[config.mk]
export PLATFORM = sky130hd
export DESIGN_NAME = assert_event_collector
export DESIGN_NICKNAME = d
export VERILOG_FILES = /design/src/rtl/assert_collect_pkg.sv /design/src/rtl/assert_evt_fifo.sv /design/src/rtl/assert_event_collector.sv
export SDC_FILE = /design/constraint.sdc
export NUM_CORES = 1
export LEC_CHECK = 0
export CAP_MARGIN = 20
export CORE_MARGIN = 3
export CORE_UTILIZATION = 58
export CTS_CLUSTER_DIAMETER = 60
export CTS_CLUSTER_SIZE = 14
export DETAILED_ROUTE_END_ITERATION = 16
export GPL_ROUTABILITY_DRIVEN = 0
export PLACE_DENSITY = 0.83
export SLEW_MARGIN = 20
export SYNTH_ARGS = -nofsm -noshare
export SYNTH_HDL_FRONTEND = slang
export SYNTH_HIERARCHICAL = 1
export SYNTH_SLANG_ARGS = --single-unit
[constraint.sdc]
create_clock -name clock -period 4.09 [get_ports clock]
set_clock_uncertainty 0.1 [all_clocks]
set_input_delay 0.818 -clock clock [delete_from_list [all_inputs] [get_ports clock]]
set_output_delay 0.818 -clock clock [all_outputs]
set_load 0.01 [all_outputs]
[src/rtl/assert_collect_pkg.sv]
// Shared types and defaults for the assertion event collector and its FIFO.
package assert_collect_pkg;

    localparam int unsigned DEF_NUM_SRC = 4;
    localparam int unsigned DEF_TS_W    = 32;
    localparam int unsigned DEF_DEPTH   = 4;
    localparam int unsigned DEF_DROP_W  = 8;

    // Widest source index (32 sources) and widest supported timestamp.
    localparam int unsigned SRC_MAX_W = 5;
    localparam int unsigned TS_MAX_W  = 64;

    typedef enum logic [0:0] {
        RUN  = 1'b0,
        HALT = 1'b1
    } state_e;

    typedef struct packed {
        logic [SRC_MAX_W-1:0] src;
        logic                 multi;
        logic [TS_MAX_W-1:0]  ts;
    } evt_t;

    function automatic logic [SRC_MAX_W-1:0] lowest_set(input logic [31:0] v);
        logic [SRC_MAX_W-1:0] idx;
        logic                 found;
        idx   = '0;
        found = 1'b0;
        for (int unsigned i = 0; i < 32; i++) begin
            if (v[i] && !found) begin
                idx   = SRC_MAX_W'(i);
                found = 1'b1;
            end
        end
        return idx;
    endfunction

    function automatic logic more_than_one(input logic [31:0] v);
        return (v & (v - 32'd1)) != 32'd0;
    endfunction

endpackage

[src/rtl/assert_evt_fifo.sv]
// Synchronous FIFO with push/pop/flush; DEPTH must be a power of two.
module assert_evt_fifo #(
    parameter int unsigned WIDTH = 8,
    parameter int unsigned DEPTH = 4
) (
    input  logic             clock,
    input  logic             reset_n,
    input  logic             push,
    input  logic             pop,
    input  logic             flush,
    input  logic [WIDTH-1:0] din,
    output logic [WIDTH-1:0] dout,
    output logic             full,
    output logic             empty
);

    localparam int unsigned AW = (DEPTH > 1) ? $clog2(DEPTH) : 1;
    localparam logic [AW:0] PTR_ONE = 1;

    logic [WIDTH-1:0] mem [DEPTH];
    logic [AW:0]      wr_ptr;
    logic [AW:0]      rd_ptr;
    logic             do_push;
    logic             do_pop;

    assign empty   = (wr_ptr == rd_ptr);
    assign full    = (wr_ptr[AW] != rd_ptr[AW]) && (wr_ptr[AW-1:0] == rd_ptr[AW-1:0]);
    assign do_pop  = pop & ~empty & ~flush;
    // A pop in the same cycle frees the slot a full FIFO needs for the push.
    assign do_push = push & ~flush & (~full | do_pop);
    assign dout    = mem[rd_ptr[AW-1:0]];

    always_ff @(posedge clock) begin
        if (!reset_n || flush) begin
            wr_ptr <= '0;
            rd_ptr <= '0;
        end else begin
            if (do_push) wr_ptr <= wr_ptr + PTR_ONE;
            if (do_pop)  rd_ptr <= rd_ptr + PTR_ONE;
        end
    end

    always_ff @(posedge clock) begin
        if (do_push) mem[wr_ptr[AW-1:0]] <= din;
    end

endmodule

[src/rtl/assert_event_collector.sv]
// Edge-detects assertion failures into timestamped events, queues them for a host, raises halt.
// Optional macro ASSERT_COLLECT_PRINT_EN: simulation-only push/drop messages.
module assert_event_collector
  import assert_collect_pkg::*;
#(
  parameter int unsigned NUM_SRC = DEF_NUM_SRC,
  parameter int unsigned TS_W    = DEF_TS_W,
  parameter int unsigned DEPTH   = DEF_DEPTH,
  parameter int unsigned DROP_W  = DEF_DROP_W,
  localparam int unsigned SRC_W  = (NUM_SRC > 1) ? $clog2(NUM_SRC) : 1
) (
  input  logic               clock,
  input  logic               reset_n,
  input  logic [NUM_SRC-1:0] src_ok,
  input  logic               chk_en,
  input  logic               stop_on_fail,
  input  logic               clear,
  output logic               evt_valid,
  input  logic               evt_ready,
  output logic [SRC_W-1:0]   evt_src,
  output logic               evt_multi,
  output logic [TS_W-1:0]    evt_ts,
  output logic [DROP_W-1:0]  drop_cnt,
  output logic               halt_req
);

  localparam int unsigned FW = SRC_W + 1 + TS_W;

  logic [TS_W-1:0]    ts_cnt;
  logic [NUM_SRC-1:0] fail_vec;
  logic [NUM_SRC-1:0] fail_hist;
  logic [NUM_SRC-1:0] new_vec;
  logic [31:0]        new_wide;
  state_e             state;
  evt_t               evt;
  logic               evt_any;
  logic               pop;
  logic               push;
  logic               drop;
  logic               full;
  logic               empty;
  logic [FW-1:0]      fifo_din;
  logic [FW-1:0]      fifo_dout;

  assign fail_vec = chk_en ? ~src_ok : '0;
  assign new_vec  = fail_vec & ~fail_hist;
  assign new_wide = 32'(new_vec);
  assign evt_any  = |new_vec;

  always_comb begin
    evt       = '0;
    evt.src   = lowest_set(new_wide);
    evt.multi = more_than_one(new_wide);
    evt.ts    = TS_MAX_W'(ts_cnt);
  end

  assign fifo_din = {SRC_W'(evt.src), evt.multi, TS_W'(evt.ts)};

  // Clear discards a coincident event outright: neither pushed nor counted.
  assign pop  = evt_valid & evt_ready;
  assign push = evt_any & ~clear & (state == RUN) & (~full | pop);
  assign drop = evt_any & ~clear & ((state == HALT) | (full & ~pop));

  always_ff @(posedge clock) begin
    if (!reset_n) begin
      ts_cnt    <= '0;
      fail_hist <= '0;
    end else begin
      ts_cnt    <= ts_cnt + TS_W'(1);
      fail_hist <= fail_vec;
    end
  end

  always_ff @(posedge clock) begin
    if (!reset_n || clear) begin
      state <= RUN;
    end else if (state == RUN && stop_on_fail && (push || drop)) begin
      state <= HALT;
    end
  end

  always_ff @(posedge clock) begin
    if (!reset_n || clear) begin
      drop_cnt <= '0;
    end else if (drop && drop_cnt != '1) begin
      drop_cnt <= drop_cnt + DROP_W'(1);
    end
  end

  assert_evt_fifo #(
    .WIDTH (FW),
    .DEPTH (DEPTH)
  ) u_fifo (
    .clock   (clock),
    .reset_n (reset_n),
    .push    (push),
    .pop     (pop),
    .flush   (clear),
    .din     (fifo_din),
    .dout    (fifo_dout),
    .full    (full),
    .empty   (empty)
  );

  assign evt_valid                    = ~empty;
  assign {evt_src, evt_multi, evt_ts} = empty ? '0 : fifo_dout;
  assign halt_req                     = (state == HALT);

`ifdef ASSERT_COLLECT_PRINT_EN
`ifndef SYNTHESIS
  always_ff @(posedge clock) begin
    if (reset_n && push)
      $display("assert_event_collector: event src=%0d multi=%0d ts=%0d",
               SRC_W'(evt.src), evt.multi, ts_cnt);
    if (reset_n && drop)
      $display("assert_event_collector: event dropped, drop_cnt before=%0d",
               drop_cnt);
  end
`endif
`endif

endmodule

==> results of run 1 <==
## placed cells by master (no fill, tap or decap), drive strengths merged, types with 3 or more instances in the layout
cell,synthesis,layout
edfxtp,140,140
clkdlybuf4s50,0,54
dfxtp,53,53
nor2b,35,35
mux4,35,35
and2,34,34
nor2,33,33
xnor2,28,28
clkbuf,9,20
nand2,15,15
nand3,13,13
xor2,11,11
nand4,11,11
and3,8,8
ha,7,7
clkinv,0,7
inv,5,6
buf,6,6
and2b,5,5
a21oi,5,5
o21ai,5,5
nor3,5,5
nor4,5,5
clkinvlp,0,4
nand2b,3,3
or3,3,3
a21boi,3,3
mux2i,3,3
and4,3,3
## power by group through the flow
stage | Combinational [mW] | Clock [mW] | Sequential (mW)
detailed placement | 0.0975 | 0 | 2.15
global placement | 0.0942 | 0 | 2.15
global route | 0.106 | 1.62 | 2.11
finish | 0.0970 | 1.51 | 2.11
CTS | 0.0981 | 1.54 | 2.11
floorplan | 0.0558 | 0 | 2.15
## sequential cells by signal, indices dropped and copies added (netlist names), named ones only
register / flops
u_fifo/mem: 140
u_fifo/rd_ptr: 3
drop_cnt: 8
fail_hist: 4
ts_cnt: 32
halt_req: 1
u_fifo/wr_ptr: 3
## per-stage QoR
| stage | instance area (sq um) | instances | power [mW] | worst slack [ns] |
|---|---|---|---|---|
| final | 9110 | 743 | 3.72 | 0.422 |
| after global routing | 9110 | 743 | 3.83 | 0.213 |
| after CTS | 9110 | 743 | 3.74 | 0.136 |
| after detailed placement | 8550 | 711 | 2.25 | 0.385 |
| after global placement | 8550 | 711 | 2.24 | 0.516 |
| after floorplan | 7800 | 494 | 2.20 | 1.20 |
## area by class of cell
| cell class | count | area, sq um | area share |
|---|---|---|---|
| Sequential cell | 193 | 5270 | 0.578 |
| Multi-Input combinational cell | 281 | 2460 | 0.270 |
| Timing Repair Buffer | 60 | 598 | 0.0656 |
| Clock buffer | 20 | 468 | 0.0514 |
| Tap cell | 172 | 215 | 0.0236 |
| Clock inverter | 12 | 85.1 | 0.00934 |
| Inverter | 5 | 18.8 | 0.00206 |
## kinds of logic after synthesis
| kind of cell | synth area share |
|---|---|
| AND/OR/NAND/NOR | 0.133 |
| buffers and inverters | 0.0103 |
| multiplexers | 0.105 |
| AO/OA/AOI/OAI | 0.0212 |
| adder cells (fa/ha/maj) | 0.0112 |
| XOR/XNOR | 0.0438 |
| flip-flops | 0.675 |
## how the worst min path moves through the flow
stage | start | endpoint | cells after the start
finish | ts_cnt[31] | u_fifo/mem[3][31] | 0
global route | ts_cnt[31] | u_fifo/mem[1][31] | 0
CTS | ts_cnt[31] | u_fifo/mem[3][31] | 0
detailed placement | ts_cnt[31] | u_fifo/mem[0][31] | 0
global placement | ts_cnt[0] | ts_cnt[0] | 1
floorplan | ts_cnt[0] | ts_cnt[0] | 1
## layer usage
| layer | wire [um] | track usage | up-vias | share of wire |
|---|---|---|---|---|
| li1 | - | - | 1975 | - |
| met1 | 5940 | 0.272 | 2087 | 0.43 |
| met2 | 6980 | 0.325 | 116 | 0.51 |
| met3 | 575 | 0.0409 | 16 | 0.042 |
| met4 | 201 | 0.0861 | 0 | 0.015 |
| met5 | 0 | 0 | - | 0 |
## timing repair
item                                    CTS  global route
hold endpoints to repair                  0             0
buffers inserted                          0             0
resized for setup                         0             1
endpoints found under the setup margin    0             1
==> impl_metrics.py, run 1 <==
metrics = {
    "status": {
        "outcome": "complete, no violations",
    },
    "global_routing": {
        "grt_pass1_wl_mm": 22.5,
        "grt_max_degree": 37,
        "antenna_found_initial": 0,
        "grt_pass1_vias": 4310,
        "grt_use_total": 0.202,
        "grt.overflow.total": 0,
    },
    "clock_network": {
        "path_clk_slew_ns": 0.07,
        "hold_buffers": 0,
        "cts_tree": "done",
        "clock_sinks": 193,
        "root_buffer": "clkbuf_16",
        "cts.path.max_buffers": 2,
        "htreeDepth": 4,
        "clk_latency_ns": 0.43,
        "cts_buffers": 17,
    },
    "detailed_routing": {
        "drc_errors": 0,
        "viasPerCell": 5.64,
        "vias": 4194,
        "ant_nets": 0,
        "post_drt_wl_per_cell_um": 18.4,
        "dr.pass1.iters": 4,
        "finalWirelength_mm": 13.7,
        "drt_first_iter_violations": 288,
    },
    "yosys": {
        "ys.flop_type": "edfxtp_1",
        "yosysWarnings": 6,
        "netlist_top_cells_area": "edfxtp_1 54%, dfxtp_1 14%, mux4_2 10%",
        "async_reset_ff_frac": 0,
        "synthesis.area_sq_mm": 0.00780,
        "syn_area_per_cell_sq_um": 15.8,
        "syn_nets": 511,
        "synth.most_common_cell": "edfxtp_1",
        "synth_top_cell_area_share": 0.539,
        "yosysUniqueCellTypes": 44,
        "synth_edf_count": 140,
        "ys_ff_latch": 193,
        "yosysSeqAreaShare": 0.675,
        "synth_common_cells": "140 x edfxtp_1, 53 x dfxtp_1, 35 x mux4_2, 35 x nor2b_1, 33 x nor2_1",
        "netlist_instances": 494,
        "yosys.area.top_type": "edfxtp_1",
    },
    "setup_path": {
        "path_max_fanout": 22,
        "crit_family": "simple AND/OR/NAND/NOR gates",
        "slowest_stage": "clkdlybuf4s50_1",
        "critPathRequiredTime_ns": 3.17,
        "r2r_end": "u_fifo/mem[2][9]",
        "crit_path_max_incr_delay_ns": 0.47,
        "startpoint": "u_fifo/wr_ptr[0]",
        "worstSetupPathType": "flop to output pin",
        "r2r_start": "u_fifo/wr_ptr[0]",
        "critPathBufInv": 2,
        "critPathCaptureType": "output pin",
        "crit_path_start_kind": "flop",
        "r2r_slack_ns": 0.58,
        "path_cells": "xor2_1 > or2_2 > nor2_4 > buf_4 > and2b_1 > clkdlybuf4s50_1",
        "cp.arrival_ns": 2.75,
        "worst-path-stages": 6,
        "reg2regPathDepth": 9,
        "crit_end": "evt_src[1]",
    },
    "sta": {
        "fmax_mhz": 273,
        "worstMarginPinSlew_ns": 0.944,
        "period_needed_ns": 3.67,
        "grt_setup_unrepaired": "no",
        "slew_viol_final": 0,
        "final_hold_viol_count": 0,
        "setup_viol": 0,
        "slew_headroom": 0.370,
        "hold-worst-slack_ns": 0.410,
        "min_period_over_period": 0.897,
        "setup_tns_ns": 0,
    },
    "pwr": {
        "power_density_mw_per_mm2": 408,
        "p_sw_uw": 741,
        "clockPowerShare": 0.407,
        "leakage_nw": 2.85,
        "pwr-share-comb": 0.026,
        "vdd_drop_max_v": 0.000228,
        "seqPwrFrac": 0.567,
        "p_int_mw": 2.98,
        "p_sw_frac": 0.199,
    },
    "place": {
        "dp_hpwl_mm": 8.48,
        "port_buffers": 54,
    },
    "job": {
        "drv_cap": 0,
    },
    "final_layout": {
        "layout-area-overhead-vs-synth_pct": 16.8,
        "drive_above_1_share": 0.161,
        "fin_util": 0.708,
        "antenna_cells": 0,
        "n_fill_cell": 819,
        "final_net_count": 575,
    },
    "floorplan": {
        "rows": 41,
        "die_x_um": 122,
        "dieArea_sq_mm": 0.0149,
        "coreArea_sq_mm": 0.0129,
        "die_height_um": 122,
        "top_level_ports": 55,
        "start_util": 0.606,
    },
    "hold_path": {
        "hp-class": "flop to flop",
    },
}
No activity file was read; power rests on OpenSTA's default activity.
==> run 2: changes to the inputs <==
--- a/config.mk
+++ b/config.mk
@@ -7,12 +7,12 @@
 export LEC_CHECK = 0
 export CAP_MARGIN = 20
 export CORE_MARGIN = 3
-export CORE_UTILIZATION = 58
+export CORE_UTILIZATION = 35
 export CTS_CLUSTER_DIAMETER = 60
 export CTS_CLUSTER_SIZE = 14
 export DETAILED_ROUTE_END_ITERATION = 16
 export GPL_ROUTABILITY_DRIVEN = 0
-export PLACE_DENSITY = 0.83
+export PLACE_DENSITY = 0.56
 export SLEW_MARGIN = 20
 export SYNTH_ARGS = -nofsm -noshare
 export SYNTH_HDL_FRONTEND = slang
==> run 2 against run 1 <==
- cell count rose by 14%
- global-route usage down 7.4 points
- total power rose by 2.3%
- critical path depth fell by 2
==> impl_metrics.py, run 2 (synthesis results as in run 1) <==
metrics = {
    "pwr": {
        "leakage_nw": 2.86,
        "power_density_mw_per_mm2": 411,
        "vdd_drop_max_v": 0.000300,
    },
    "setup_path": {
        "critPathCaptureType": "output pin",
        "path_max_fanout": 20,
        "crit_path_start_kind": "flop",
        "worstSetupPathType": "flop to output pin",
        "r2r_slack_ns": 0.67,
        "path_cells": "buf_12 > mux4_2 > nor2b_1 > clkdlybuf4s50_1",
        "cp.arrival_ns": 2.66,
        "slowest_stage": "dfxtp_2",
        "critPathRequiredTime_ns": 3.17,
        "critPathBufInv": 2,
        "crit_family": "buffers and inverters",
        "crit_path_max_incr_delay_ns": 0.74,
    },
    "sta": {
        "hold-worst-slack_ns": 0.428,
        "fmax_mhz": 280,
        "final_hold_viol_count": 0,
        "setup_tns_ns": 0,
        "slew_viol_final": 0,
        "worstMarginPinSlew_ns": 1.01,
        "setup_viol": 0,
        "slew_headroom": 0.325,
        "grt_setup_unrepaired": "no",
        "min_period_over_period": 0.875,
        "period_needed_ns": 3.58,
    },
    "clock_network": {
        "cts_resized": 0,
        "hold_buffers": 0,
        "path_clk_slew_ns": 0.07,
        "cts.path.max_buffers": 2,
        "cts_setup_buffers": 0,
        "clk_latency_ns": 0.42,
        "clock_sinks": 193,
        "cts_buffers": 17,
        "root_buffer": "clkbuf_16",
        "cts_tree": "done",
        "htreeDepth": 4,
    },
    "global_routing": {
        "grt_use_total": 0.127,
        "grt.overflow.total": 0,
        "grt_pass1_wl_mm": 23.8,
        "antenna_found_initial": 0,
        "grt_pass1_vias": 4446,
        "grt_max_degree": 38,
    },
    "floorplan": {
        "die_x_um": 155,
        "coreArea_sq_mm": 0.0215,
        "start_util": 0.363,
        "top_level_ports": 55,
        "die_height_um": 155,
        "rows": 53,
        "dieArea_sq_mm": 0.0241,
    },
    "final_layout": {
        "final_net_count": 573,
        "layout-area-overhead-vs-synth_pct": 18.5,
        "antenna_cells": 0,
        "layout_commonest_cell": "edfxtp_1",
        "largest_reg_flops": 140,
        "layout_common_cells": "140 x edfxtp_1, 54 x clkdlybuf4s50_1, 52 x dfxtp_1, 35 x nor2b_1, 35 x mux4_2",
        "drive_above_1_share": 0.155,
    },
    "place": {
        "port_buffers": 54,
        "dp_hpwl_mm": 9.01,
    },
    "detailed_routing": {
        "drt_first_iter_violations": 193,
        "dr.pass1.iters": 4,
        "vias": 4153,
        "ant_nets": 0,
        "post_drt_wl_per_cell_um": 17.2,
        "viasPerCell": 4.92,
        "finalWirelength_mm": 14.5,
        "drc_errors": 0,
    },
    "hold_path": {
        "hp-class": "flop to flop",
    },
    "job": {
        "drv_cap": 0,
    },
    "status": {
        "outcome": "complete, no violations",
    },
}
==> run 2: changes by cell type in the layout (fill, tap and decap cells not counted) <==
cell        change
buf_4           -2
bufinv_16       +2
clkbuf_1        +1
clkbuf_16       -1
clkinv_1        +1
clkinv_2        -1
clkinv_4        -1
clkinvlp_4      -3
inv_6           +2
nor2_2          +1
nor2_4          -1
==> run 2: path summary, 6_finish.rpt <==
path                          from                 to  cells after the start
hold / removal            halt_req           halt_req                      2
setup / recovery              flop         evt_ts[28]                      4
setup reg to reg  u_fifo/wr_ptr[1]  u_fifo/mem[2][16]                      9
hold reg to reg           halt_req           halt_req                      2
==> run 2: layout make-up <==
class                      instances  area [sq um]
fill                            1966         12200
clock inverter                    12           130
inverter                           5          18.8
clock buffer                      20           447
sequential                       193          5270
timing repair buffer              58           583
multi-input combinational        281          2450
tap                              275           344
==> run 2: routing by layer <==
metal | up-vias | share of wire | track usage
met5 | - | 0 | 0
met4 | 0 | 0.0086 | 0.0367
met3 | 9 | 0.039 | 0.0348
met2 | 68 | 0.51 | 0.216
met1 | 2098 | 0.44 | 0.161
li1 | 1978 | - | -
==> run 2: worst min-delay path, cell delays in order, from the launching register on <==
cell     delay, ns
dfxtp_1       0.37
a21oi_1       0.05
nor2_1        0.07
==> run 2: where the power goes <==
group,switching (mW),total (mW),internal [mW]
Clock,0.679,1.60,0.919
Sequential,0.00948,2.11,2.10
Combinational,0.0478,0.0970,0.0492
==> run 2: metrics by stage <==
step | worst slack [ns] | cells | utilization | area (sq um) | power [mW]
after floorplan | 1.20 | 494 | - | 7800 | 2.20
after global placement | 0.397 | 812 | 0.403 | 8670 | 2.25
after detailed placement | 0.299 | 812 | 0.403 | 8670 | 2.25
after CTS | 0.397 | 844 | 0.430 | 9240 | 3.86
after global routing | 0.330 | 844 | 0.430 | 9240 | 3.93
final | 0.513 | 844 | 0.430 | 9240 | 3.80
